File: src/rtl/svi_ioctl_loader.sv
// svi_ioctl_loader: moves the mist_io ioctl byte stream into main RAM/SDRAM.
//
// Bytes that pass the accept check go into a small FIFO. Each entry holds
// {slot address, data}, where the slot is taken from ioctl_index. The FIFO head
// is written to memory under a we/rdy handshake. mist_io is held off through a
// registered ioctl_wait, which leaves one strobe of slack before the FIFO is full.
//
// Optional build macro: SVI_LOADER_CHECKSUM_EN. When it is defined, checksum is
// the mod-256 sum of the accepted bytes. When it is not defined, checksum is tied to 0.
//
// Ports:
//   clk_sys, reset           system clock, asynchronous active-high reset
//   ioctl_download/index/wr/addr/dout   mist_io download stream
//   ioctl_wait               back-pressure to mist_io
//   mem_addr/mem_din/mem_we  memory write request, held until mem_rdy
//   mem_rdy                  memory accepts when mem_we & mem_rdy
//   busy, done               FSM not idle / one-cycle completion pulse
//   err                      sticky dropped-byte flag
//   byte_count, checksum     per-download statistics
module svi_ioctl_loader #(
  parameter int unsigned ADDR_W    = 18,
  parameter int unsigned SLOT_W    = 1,
  parameter int unsigned SLOT_LOG2 = 16,
  parameter int unsigned FIFO_LOG2 = 2
) (
  input  logic              clk_sys,
  input  logic              reset,
  input  logic              ioctl_download,
  input  logic [7:0]        ioctl_index,
  input  logic              ioctl_wr,
  input  logic [24:0]       ioctl_addr,
  input  logic [7:0]        ioctl_dout,
  output logic              ioctl_wait,
  output logic [ADDR_W-1:0] mem_addr,
  output logic [7:0]        mem_din,
  output logic              mem_we,
  input  logic              mem_rdy,
  output logic              busy,
  output logic              done,
  output logic              err,
  output logic [24:0]       byte_count,
  output logic [7:0]        checksum
);

  localparam int unsigned Depth = 2 ** FIFO_LOG2;
  localparam logic [FIFO_LOG2:0] FullCnt = (FIFO_LOG2 + 1)'(Depth);
  localparam logic [FIFO_LOG2:0] WaitCnt = (FIFO_LOG2 + 1)'(Depth - 1);

  typedef enum logic [1:0] {StIdle, StLoad, StDrain, StDone} state_e;

  state_e state_q, state_d;
  logic   dl_q;

  logic [ADDR_W-1:0]    fifo_addr_q [Depth];
  logic [7:0]           fifo_data_q [Depth];
  logic [FIFO_LOG2-1:0] wr_ptr_q, rd_ptr_q;
  logic [FIFO_LOG2:0]   count_q, count_d;

  logic        wait_q;
  logic        err_q, err_d;
  logic [24:0] byte_count_q, byte_count_d;

  logic              wr_req, in_range, full, push, pop, drop;
  logic              dl_rise, dl_fall, clr;
  logic [ADDR_W-1:0] map_addr;

  // The upper index bits do not select anything.
  logic unused_idx;
  assign unused_idx = ^ioctl_index[7:SLOT_W];

  assign dl_rise  = ioctl_download & ~dl_q;
  assign dl_fall  = ~ioctl_download & dl_q;
  assign map_addr = {ioctl_index[SLOT_W-1:0], ioctl_addr[SLOT_LOG2-1:0]};
  assign in_range = (ioctl_addr >> SLOT_LOG2) == '0;
  assign full     = count_q == FullCnt;
  assign wr_req   = ioctl_download & ioctl_wr;
  assign push     = wr_req & ~full & in_range;
  assign drop     = wr_req & ~push;
  assign mem_we   = count_q != '0;
  assign pop      = mem_we & mem_rdy;

  // The head is gated so that an idle or reset port shows zeros, not stale storage.
  assign mem_addr = mem_we ? fifo_addr_q[rd_ptr_q] : '0;
  assign mem_din  = mem_we ? fifo_data_q[rd_ptr_q] : '0;

  always_comb begin
    count_d = count_q;
    unique case ({push, pop})
      2'b10:   count_d = count_q + 1'b1;
      2'b01:   count_d = count_q - 1'b1;
      default: count_d = count_q;
    endcase
  end

  always_comb begin
    state_d = state_q;
    clr     = 1'b0;
    unique case (state_q)
      StIdle: if (dl_rise) begin
        state_d = StLoad;
        clr     = 1'b1;
      end
      StLoad: if (dl_fall) state_d = StDrain;
      // A restart while draining keeps the statistics and queues behind old bytes.
      StDrain: begin
        if (dl_rise)              state_d = StLoad;
        else if (count_q == '0)   state_d = StDone;
      end
      StDone: begin
        state_d = StIdle;
        if (dl_rise) begin
          state_d = StLoad;
          clr     = 1'b1;
        end
      end
      default: state_d = StIdle;
    endcase
  end

  always_comb begin
    err_d = clr ? 1'b0 : err_q;
    if (drop) err_d = 1'b1;
    byte_count_d = (clr ? 25'd0 : byte_count_q) + 25'(push);
  end

  always_ff @(posedge clk_sys or posedge reset) begin
    if (reset) begin
      state_q      <= StIdle;
      dl_q         <= 1'b0;
      wr_ptr_q     <= '0;
      rd_ptr_q     <= '0;
      count_q      <= '0;
      wait_q       <= 1'b0;
      err_q        <= 1'b0;
      byte_count_q <= '0;
    end else begin
      state_q      <= state_d;
      dl_q         <= ioctl_download;
      count_q      <= count_d;
      wait_q       <= count_d >= WaitCnt;
      err_q        <= err_d;
      byte_count_q <= byte_count_d;
      if (push) wr_ptr_q <= wr_ptr_q + 1'b1;
      if (pop)  rd_ptr_q <= rd_ptr_q + 1'b1;
    end
  end

  // Storage needs no reset. Occupancy is tracked by count_q alone.
  always_ff @(posedge clk_sys) begin
    if (push) begin
      fifo_addr_q[wr_ptr_q] <= map_addr;
      fifo_data_q[wr_ptr_q] <= ioctl_dout;
    end
  end

`ifdef SVI_LOADER_CHECKSUM_EN
  logic [7:0] checksum_q;
  always_ff @(posedge clk_sys or posedge reset) begin
    if (reset) checksum_q <= '0;
    else       checksum_q <= (clr ? 8'd0 : checksum_q) + (push ? ioctl_dout : 8'd0);
  end
  assign checksum = checksum_q;
`else
  assign checksum = 8'd0;
`endif

  assign ioctl_wait = wait_q;
  assign err        = err_q;
  assign byte_count = byte_count_q;
  assign busy       = state_q != StIdle;
  assign done       = state_q == StDone;

endmodule

File: config.mk
export PLATFORM = sky130hd
export DESIGN_NAME = svi_ioctl_loader
export DESIGN_NICKNAME = d
export VERILOG_FILES = /design/src/rtl/svi_ioctl_loader.sv
export SDC_FILE = /design/constraint.sdc
export NUM_CORES = 1
export LEC_CHECK = 0
export BUFFER_PORTS_ARGS = -buffer_cell sky130_fd_sc_hd__buf_4
export CORE_MARGIN = 4
export CORE_UTILIZATION = 35
export CTS_BUF_LIST = sky130_fd_sc_hd__clkbuf_16
export CTS_CLUSTER_DIAMETER = 50
export DETAILED_ROUTE_END_ITERATION = 6
export REMOVE_ABC_BUFFERS = 1
export SLEW_MARGIN = 20
export SYNTH_ARGS = -nofsm -noshare
export SYNTH_HDL_FRONTEND = slang
export SYNTH_SLANG_ARGS = --single-unit
File: constraint.sdc
create_clock -name clk_sys -period 4 [get_ports clk_sys]
set_input_delay 0.2 -clock clk_sys [delete_from_list [all_inputs] [get_ports clk_sys]]
set_output_delay 0.2 -clock clk_sys [all_outputs]
set_load 0.05 [all_outputs]
==> results.md, run 1 <==
- Setup TNS: 0 ns
- CP Data Required Time: 4.34 ns
- Slew headroom: 0.362
- CTS max path bufs: 2
- Crit path kind: register to register
- Vias in the first global route: 3667
- Placer Congestion: 0.806
- Row count: 46
- Hold_ws: 0.103 ns
- Multiplexer area fraction after synthesis: 0.103
- Antenna-violating nets left: 0
- H-tree lvl count: 4
- Gate Count Post-Synth: 366
- Global-route wire length before repair: 19.3 mm
- Antenna Cells: 0
- Remaining Overflow, GRT: 0
- Max_cap viols: 0
- Cell variety after synth: 40
- Setup Viol. Count Final: 0
- Skew-Pair Late Insertion Delay: 0.42 ns
- CTS clk-pin slew, worst paths: 0.06 ns
- WP data arrival: 3.40 ns
- Peak Freq: 0.326 GHz
- Final Max Slew Viols: 0
- Total Wirelength: 12.2 mm
- Compound-Gate Fraction of Synth Area: 0.0383
- Pwr dens: 662 nW/um2
- IO Port Bufs: 93
- DRT met1 WL: 5.18 mm
- Static leakage: 2.86 nW
- Clk sinks: 137
- Number of nets in the layout: 553
- Via Count: 3516
- Xor and xnor area share after synthesis: 0.0227
- Mean post-synth cell area: 15.8 um2
- Share of layout cells above drive strength 1: 0.316
- Maximum VDD drop: 0.000346 V
- Fin crit share: 0.767
- Met2 WL: 6.02 mm
- Die Height: 137 um
- Yosys warns: 0
- CTS tree: built
- Max Used Layer: met4
- Largest net degree at the start of global routing: 38
- Drt initial violations: 153
- CP Capture Type: register
- DR DRC count: 0
- Die area: 18700 um2
- Clock skew after layout: 0.0101 ns
- Seq/Total Area, Yosys: 0.679
- Main combinational cell family by area after synthesis: multiplexers
- Syn Std Cell Area: 5790 um2
- Area grow syn2layout: 30.4%
- Setup slack at placement: 0.884 ns
- Initial Util: 0.360
- Resize count post-CTS: 0
- Routed len/inst: 16.8 um
- I/O pins: 110
- Fillers: 1435
- Least-Margin Pin Slew: 0.956 ns
- Root buffer cell: clkbuf_16
- Via-per-instance ratio: 4.86
- Routed met3 length: 787 um
- Startpoint class of the critical path: register
- Core area: 16100 um2
- Post-synthesis register bit count: 137
- Setup WS post-layout: 0.933 ns
- All-Layer GR Usage: 0.139
- Crit path max fanout: 10
- Router iterations before antenna repair: 4
- Synth Area in Adders: 0.0272
- CTS buffer count: 17
- Final Hold Vio Count: 0
- Status: completed
- Initial antenna violation count: 0
- Simple-gate share of the synthesized area: 0.0988
- RSZ-0062 raised after global routing: false
- Min-Delay Path Class: input pin to register
- Tmin final: 3.07 ns
- Hpwl dp: 7.72 mm
- Die width: 137 um
-- routing by layer --
metal / up-vias / GRT usage
met5: - / 0
met4: 0 / 0.0554
met3: 19 / 0.0463
met2: 101 / 0.225
met1: 1766 / 0.171
li1: 1630 / -
-- cells by family (layout without fill, tap and decap cells) --
logic type / Yosys count / count (layout)
adder cells (fa/ha/maj): 12 / 12
multiplexers: 28 / 28
AO/OA/AOI/OAI: 36 / 36
flip-flops: 137 / 137
XOR/XNOR: 15 / 15
other: 1 / 9
AND/OR/NAND/NOR: 100 / 100
buffers and inverters: 37 / 170
-- where the power goes --
group / switching, mW / total, mW / internal, mW
clock network: 0.583 / 1.49 / 0.903
registers: 0.143 / 1.72 / 1.58
logic: 1.10 / 1.79 / 0.688
total: 1.83 / 5.00 / 3.17
-- sequential cells by signal, indices dropped and copies added (netlist names) --
signal	cells
fifo_addr_q	68
fifo_data_q	32
byte_count	25
count_q	3
rd_ptr_q	2
state_q	2
wr_ptr_q	2
dl_q	1
err	1
ioctl_wait	1
-- cell type report --
class	instances	area, um2	area share
Sequential cell	137	3930	0.521
Multi-Input combinational cell	200	1710	0.227
Timing Repair Buffer	129	1040	0.137
Clock buffer	17	425	0.0564
Tap cell	216	270	0.0358
Clock inverter	14	135	0.0179
Inverter	10	37.5	0.00497
-- worst max-delay path, cell delays in order, from the launching register on --
cell and delay [ns]:
dfrtp_1 0.42, nor2_1 0.08, a2111oi_0 0.36, and3_1 0.44, ha_1 0.23, ha_1 0.17
and2_1 0.25, nand4_1 0.36, or4_1 0.51, a21oi_1 0.15
-- synth_stat cells --
cell type	count	area [um2]
and3_1	3	18.8
clkbuf_1	13	48.8
nor3_1	2	10.0
a21oi_1	13	65.1
nor2_1	10	37.5
nand3_1	6	30.0
o211ai_1	1	7.51
ha_1	11	138
edfxtp_1	100	3000
and4_1	1	8.76
mux2i_1	1	10.0
o2111ai_1	1	8.76
or3_1	8	50.1
nor4_1	1	6.26
a21boi_1	1	7.51
nand2_1	15	56.3
nand2b_1	2	12.5
or3b_1	1	8.76
buf_2	4	20.0
a221oi_1	1	8.76
nand3b_1	1	7.51
or4_1	7	52.6
mux2_2	2	22.5
and4_2	1	10.0
buf_1	1	3.75
inv_1	10	37.5
xor2_1	8	70.1
a21o_1	1	7.51
buf_4	9	67.6
conb_1	1	3.75
nand4_1	8	50.1
a2111oi_0	1	8.76
xnor2_1	7	61.3
o21ai_0	9	45.0
fa_1	1	20.0
o31ai_1	7	52.6
o311a_1	1	10.0
mux4_2	25	563
dfrtp_1	37	926
and2_1	34	213
-- final timing paths --
path	startpoint	cells past startpoint	slack, ns	end
hold / removal	ioctl_wr	3	0.10	err$_DFFE_PP0P_
hold reg to reg	err$_DFFE_PP0P_	2	0.50	err$_DFFE_PP0P_
setup reg to reg	count_q[0]$_DFF_PP0_	9	0.93	byte_count[20]$_DFF_PP0_
max in group asynchronous	reset	4	3.18	rd_ptr_q[0]$_DFFE_PP0P_
min in group asynchronous	reset	4	0.46	byte_count[5]$_DFF_PP0_
setup / recovery	count_q[0]$_DFF_PP0_	9	0.93	byte_count[20]$_DFF_PP0_
-- placed cells by master (no fill, tap or decap), types with 2 or more instances in the layout --
cell type,n
or4_1,7
dfrtp_1,36
nand3_1,6
clkbuf_16,17
nand4_1,8
nand2_1,15
clkinvlp_4,6
a21oi_1,13
mux4_2,25
bufinv_16,2
inv_1,11
xnor2_1,7
buf_4,102
dlygate4sd3_1,27
or3_1,8
o31ai_1,7
o21ai_0,9
clkinv_2,2
ha_1,11
clkinv_1,2
nor2_1,9
conb_1,9
xor2_1,8
mux2_2,2
edfxtp_1,100
and3_1,3
nand2b_1,2
and2_1,34
nor3_1,2
-- through the flow --
stage | power, mW | cells | instance area, um2 | util
floorplan | 2.99 | 347 | 5680 | -
global placement | 3.52 | 665 | 6720 | 0.418
detailed placement | 3.55 | 665 | 6720 | 0.418
CTS | 5.07 | 723 | 7550 | 0.470
global route | 5.23 | 723 | 7550 | 0.470
finish | 5.00 | 723 | 7550 | 0.470
-- repair_timing --
action,4_1_cts,5_1_grt
endpoints found under the setup margin,0,0
hold buffers,27,0
setup buffers,0,0
endpoints found under the hold margin,138,0
No activity file was read; power rests on OpenSTA's default activity.
==> run 2, diff against run 1 <==
--- a/config.mk
+++ b/config.mk
@@ -5,6 +5,7 @@
 export SDC_FILE = /design/constraint.sdc
 export NUM_CORES = 1
 export LEC_CHECK = 0
+export ABC_AREA = 1
 export BUFFER_PORTS_ARGS = -buffer_cell sky130_fd_sc_hd__buf_4
 export CORE_MARGIN = 4
 export CORE_UTILIZATION = 35
==> constraint.sdc (replaced) <==
create_clock -name clk_sys -period 3.2 [get_ports clk_sys]
set_input_delay 0.16 -clock clk_sys [delete_from_list [all_inputs] [get_ports clk_sys]]
set_output_delay 0.16 -clock clk_sys [all_outputs]
set_load 0.05 [all_outputs]
==> run 2 against run 1 <==
Compared with the run above:
- clock-buffer cell count unchanged
- die area up 4.6%
- total power up 34%
- sequential cell count unchanged
- register-to-register slack worse by 0.26 ns
- clock power up 28%
- sequential power up 20%
- non-clock buffer count up 2
- largest power group unchanged
- highest routed layer unchanged
==> results.md, run 2 <==
- Clock skew after layout: 0.00512 ns (-0.00500 ns)
- Most frequent cells in the layout: nor2_1 (136), buf_4 (104), edfxtp_1 (100)
- Share of layout cells above drive strength 1: 0.208 (-0.107)
- Initial Util: 0.362 (+0.00163)
- CP Capture Type: register
- Dominant cells by area after synthesis: edfxtp_1 (49%), dfrtp_1 (15%), nor2_1 (8.7%), nand2_1 (4.8%), o21ai_0 (4.5%)
- Largest net degree at the start of global routing: 52 (+37%)
- Core area: 16800 um2 (+4.4%)
- Main combinational cell family by area after synthesis: simple AND/OR/NAND/NOR gates
- Post-synth EDFFs: 100 (unchanged)
- Met1 Track Usage GR: 0.186 (+0.0145)
- Die Height: 140 um (+2.3%)
- Row count: 47 (+2.2%)
- Maximum VDD drop: 0.000638 V (+85%)
- I/O pins: 110 (unchanged)
- Syn Std Cell Area: 6070 um2 (+4.8%)
- Total Wirelength: 14.1 mm (+15%)
- Setup TNS: 0 ns (unchanged)
- Least-Margin Pin Slew: 0.795 ns (-0.161 ns)
- Ys async rst share: 0.270 (unchanged)
- Die width: 140 um (+2.3%)
- Xor and xnor area share after synthesis: 0.0245 (+0.00184)
- Synth top cells by count: nor2_1 (140), edfxtp_1 (100), nand2_1 (77)
- Leading area contributor after synthesis: edfxtp_1
- Post-CTS Hold Fix Bufs: 27 (unchanged)
- RSZ-0062 raised after global routing: false
- Via Count: 4520 (+29%)
- CTS max path bufs: 2 (unchanged)
- CTS tree: built
- CTS buffer count: 17 (unchanged)
- Crit path max fanout: 7 (-3)
- H-tree lvl count: 4 (unchanged)
- CP Data Required Time: 3.51 ns (-0.83 ns)
- Initial antenna violation count: 1 (+1)
- Remaining Overflow, GRT: 0 (unchanged)
- Seq/Total Area, Yosys: 0.647 (-0.0313)
- CTS clk-pin slew, worst paths: 0.06 ns (about the same)
- Routed len/inst: 14.9 um (-11%)
- Fin cells: 941 (+30%)
- Post-synthesis register bit count: 137 (unchanged)
- Status: completed
- Die area: 19500 um2 (+4.6%)
- Slew headroom: 0.469 (+0.107)
- Mean post-synth cell area: 10.4 um2 (-34%)
- Multiplexer area fraction after synthesis: 0.00186 (-0.101)
- Pwr dens: 857 nW/um2 (+29%)
- Crit path kind: input pin to register
- Post-CTS setup buffers: 0 (unchanged)
- Static leakage: 3.14 nW (+9.7%)
- Biggest register: fifo_addr_q
- Number of flip-flops in the largest register: 68 (unchanged)
- Skew-Pair Late Insertion Delay: 0.42 ns (about the same)
- WP data arrival: 2.87 ns (-0.53 ns)
- Hpwl dp: 8.84 mm (+15%)
- Peak Freq: 0.391 GHz
- Number of nets in the layout: 765 (+38%)
- Compound-Gate Fraction of Synth Area: 0.0771 (+0.0389)
- Tmin final: 2.56 ns
- Setup Viol. Count Final: 0 (unchanged)
- Fin crit share: 0.799
- Grt peak-use layer: met2
- Min-Delay Path Class: input pin to register
- Router iterations before antenna repair: 4 (unchanged)
- Area grow syn2layout: 29.2%
- GR Util met3: 0.0436 (-0.00276)
- Simple-gate share of the synthesized area: 0.173 (+0.0746)
- Placed Cells: 881 (+32%)
- Cell variety after synth: 32 (-20%)
- Most common cell after layout, fill and taps aside: nor2_1
- Clk sinks: 137 (unchanged)
- DR DRC count: 0 (unchanged)
- Yosys top cell area share: 0.495 (-0.0240)
- Root buffer cell: clkbuf_16
- Startpoint class of the critical path: input pin
- IO Port Bufs: 93 (unchanged)
- All-Layer GR Usage: 0.147 (+0.00786)
- Antenna-violating nets left: 0 (unchanged)
- Drt initial violations: 213 (+39%)
- Most common cell in the netlist: nor2_1
- Final Max Slew Viols: 0 (unchanged)
- Gate Count Post-Synth: 581 (+59%)
- Final Hold Vio Count: 0 (unchanged)
- Synth Area in Adders: 0.0260 (-0.00126)
- Resize count post-CTS: 0 (unchanged)
- Global-route wire length before repair: 22.7 mm (+18%)
- Via-per-instance ratio: 4.80 (-1.2%)
- Vias in the first global route: 4545 (+24%)
- Ys flop type: edfxtp_1
- Yosys warns: 0 (unchanged)
- Max_cap viols: 0 (unchanged)
- Placer Congestion: 0.888 (+10%)
- GRT met2 Usage: 0.240 (+0.0156)
-- run 2: changes by cell type after synthesis, moves of 7 or more --
cell | before | now
nand2_1 | 15 | 77
inv_1 | 10 | 30
or4_1 | 7 | 0
mux4_2 | 25 | 0
nand4_1 | 8 | 1
o31ai_1 | 7 | 0
nand3_1 | 6 | 27
or3_1 | 8 | 0
o21ai_1 | 0 | 7
a21oi_1 | 13 | 27
nor2_1 | 10 | 140
o21ai_0 | 9 | 55
and2_1 | 34 | 0
-- run 2: per-stage QoR --
| stage | area (um2) | util | power [mW] | worst slack [ns] | hold slack (ns) |
|---|---|---|---|---|---|
| 3_3_place_gp | 6990 | 0.417 | 4.81 | 0.723 | 0.324 |
| 6_report | 7840 | 0.468 | 6.72 | 0.643 | 0.0671 |
| 4_1_cts | 7840 | 0.468 | 6.80 | 0.654 | 0.0396 |
| 3_5_place_dp | 6990 | 0.417 | 4.86 | 0.648 | 0.333 |
| 2_1_floorplan | 5920 | - | 3.96 | 0.324 | 0.191 |
| 5_1_grt | 7840 | 0.468 | 7.07 | 0.292 | 0.105 |
-- run 2: worst paths after layout --
| path | cells past startpoint | slack, ns | startpoint | endpoint |
|---|---|---|---|---|
| max in group asynchronous | 4 | 2.13 | reset | byte_count[22]$_DFF_PP0_ |
| max | 13 | 0.64 | ioctl_download | byte_count[18]$_DFF_PP0_ |
| max reg2reg | 12 | 0.67 | count_q[2]$_DFF_PP0_ | byte_count[18]$_DFF_PP0_ |
| min | 3 | 0.07 | ioctl_wr | err$_DFFE_PP0P_ |
| min reg2reg | 2 | 0.51 | err$_DFFE_PP0P_ | err$_DFFE_PP0P_ |
| min in group asynchronous | 3 | 0.44 | reset | state_q[0]$_DFFE_PP0P_ |
-- run 2: kinds of logic (layout without fill, tap and decap cells) --
logic type	after synthesis	in the layout
buffers and inverters	64	195
multiplexers	1	1
adder cells (fa/ha/maj)	12	12
AO/OA/AOI/OAI	92	92
other	1	10
XOR/XNOR	17	17
flip-flops	137	137
AND/OR/NAND/NOR	257	257
-- run 2: report_power, final --
part	switching [mW]	total (mW)	internal (mW)
registers	0.0867	2.06	1.97
logic	1.97	2.77	0.796
clock network	0.749	1.90	1.15
total	2.81	6.72	3.91
-- run 2: worst max-delay path, cell delays in order --
cell,delay (ns)
dlygate4sd3_1,0.53
buf_4,0.14
nand2_1,0.07
nor4_1,0.23
nand2_1,0.28
inv_1,0.21
ha_1,0.19
ha_1,0.21
nand4_2,0.20
nor2_2,0.28
nand2_1,0.16
o21bai_1,0.15
nand2_1,0.06
-- run 2: per-layer routing --
metal	part of all wire	vias to the layer above
met5	0	-
met4	0.014	0
met1	0.44	2185
met3	0.066	18
li1	-	2186
met2	0.48	131
-- run 2: area by class of cell --
| cell class | instances | area, um2 |
|---|---|---|
| clock buffer | 17 | 425 |
| inverter | 32 | 120 |
| tap | 220 | 275 |
| fill | 1571 | 8920 |
| antenna | 1 | 2.50 |
| clock inverter | 15 | 153 |
| sequential | 137 | 3930 |
| timing repair buffer | 131 | 1050 |
| multi-input combinational | 388 | 1880 |
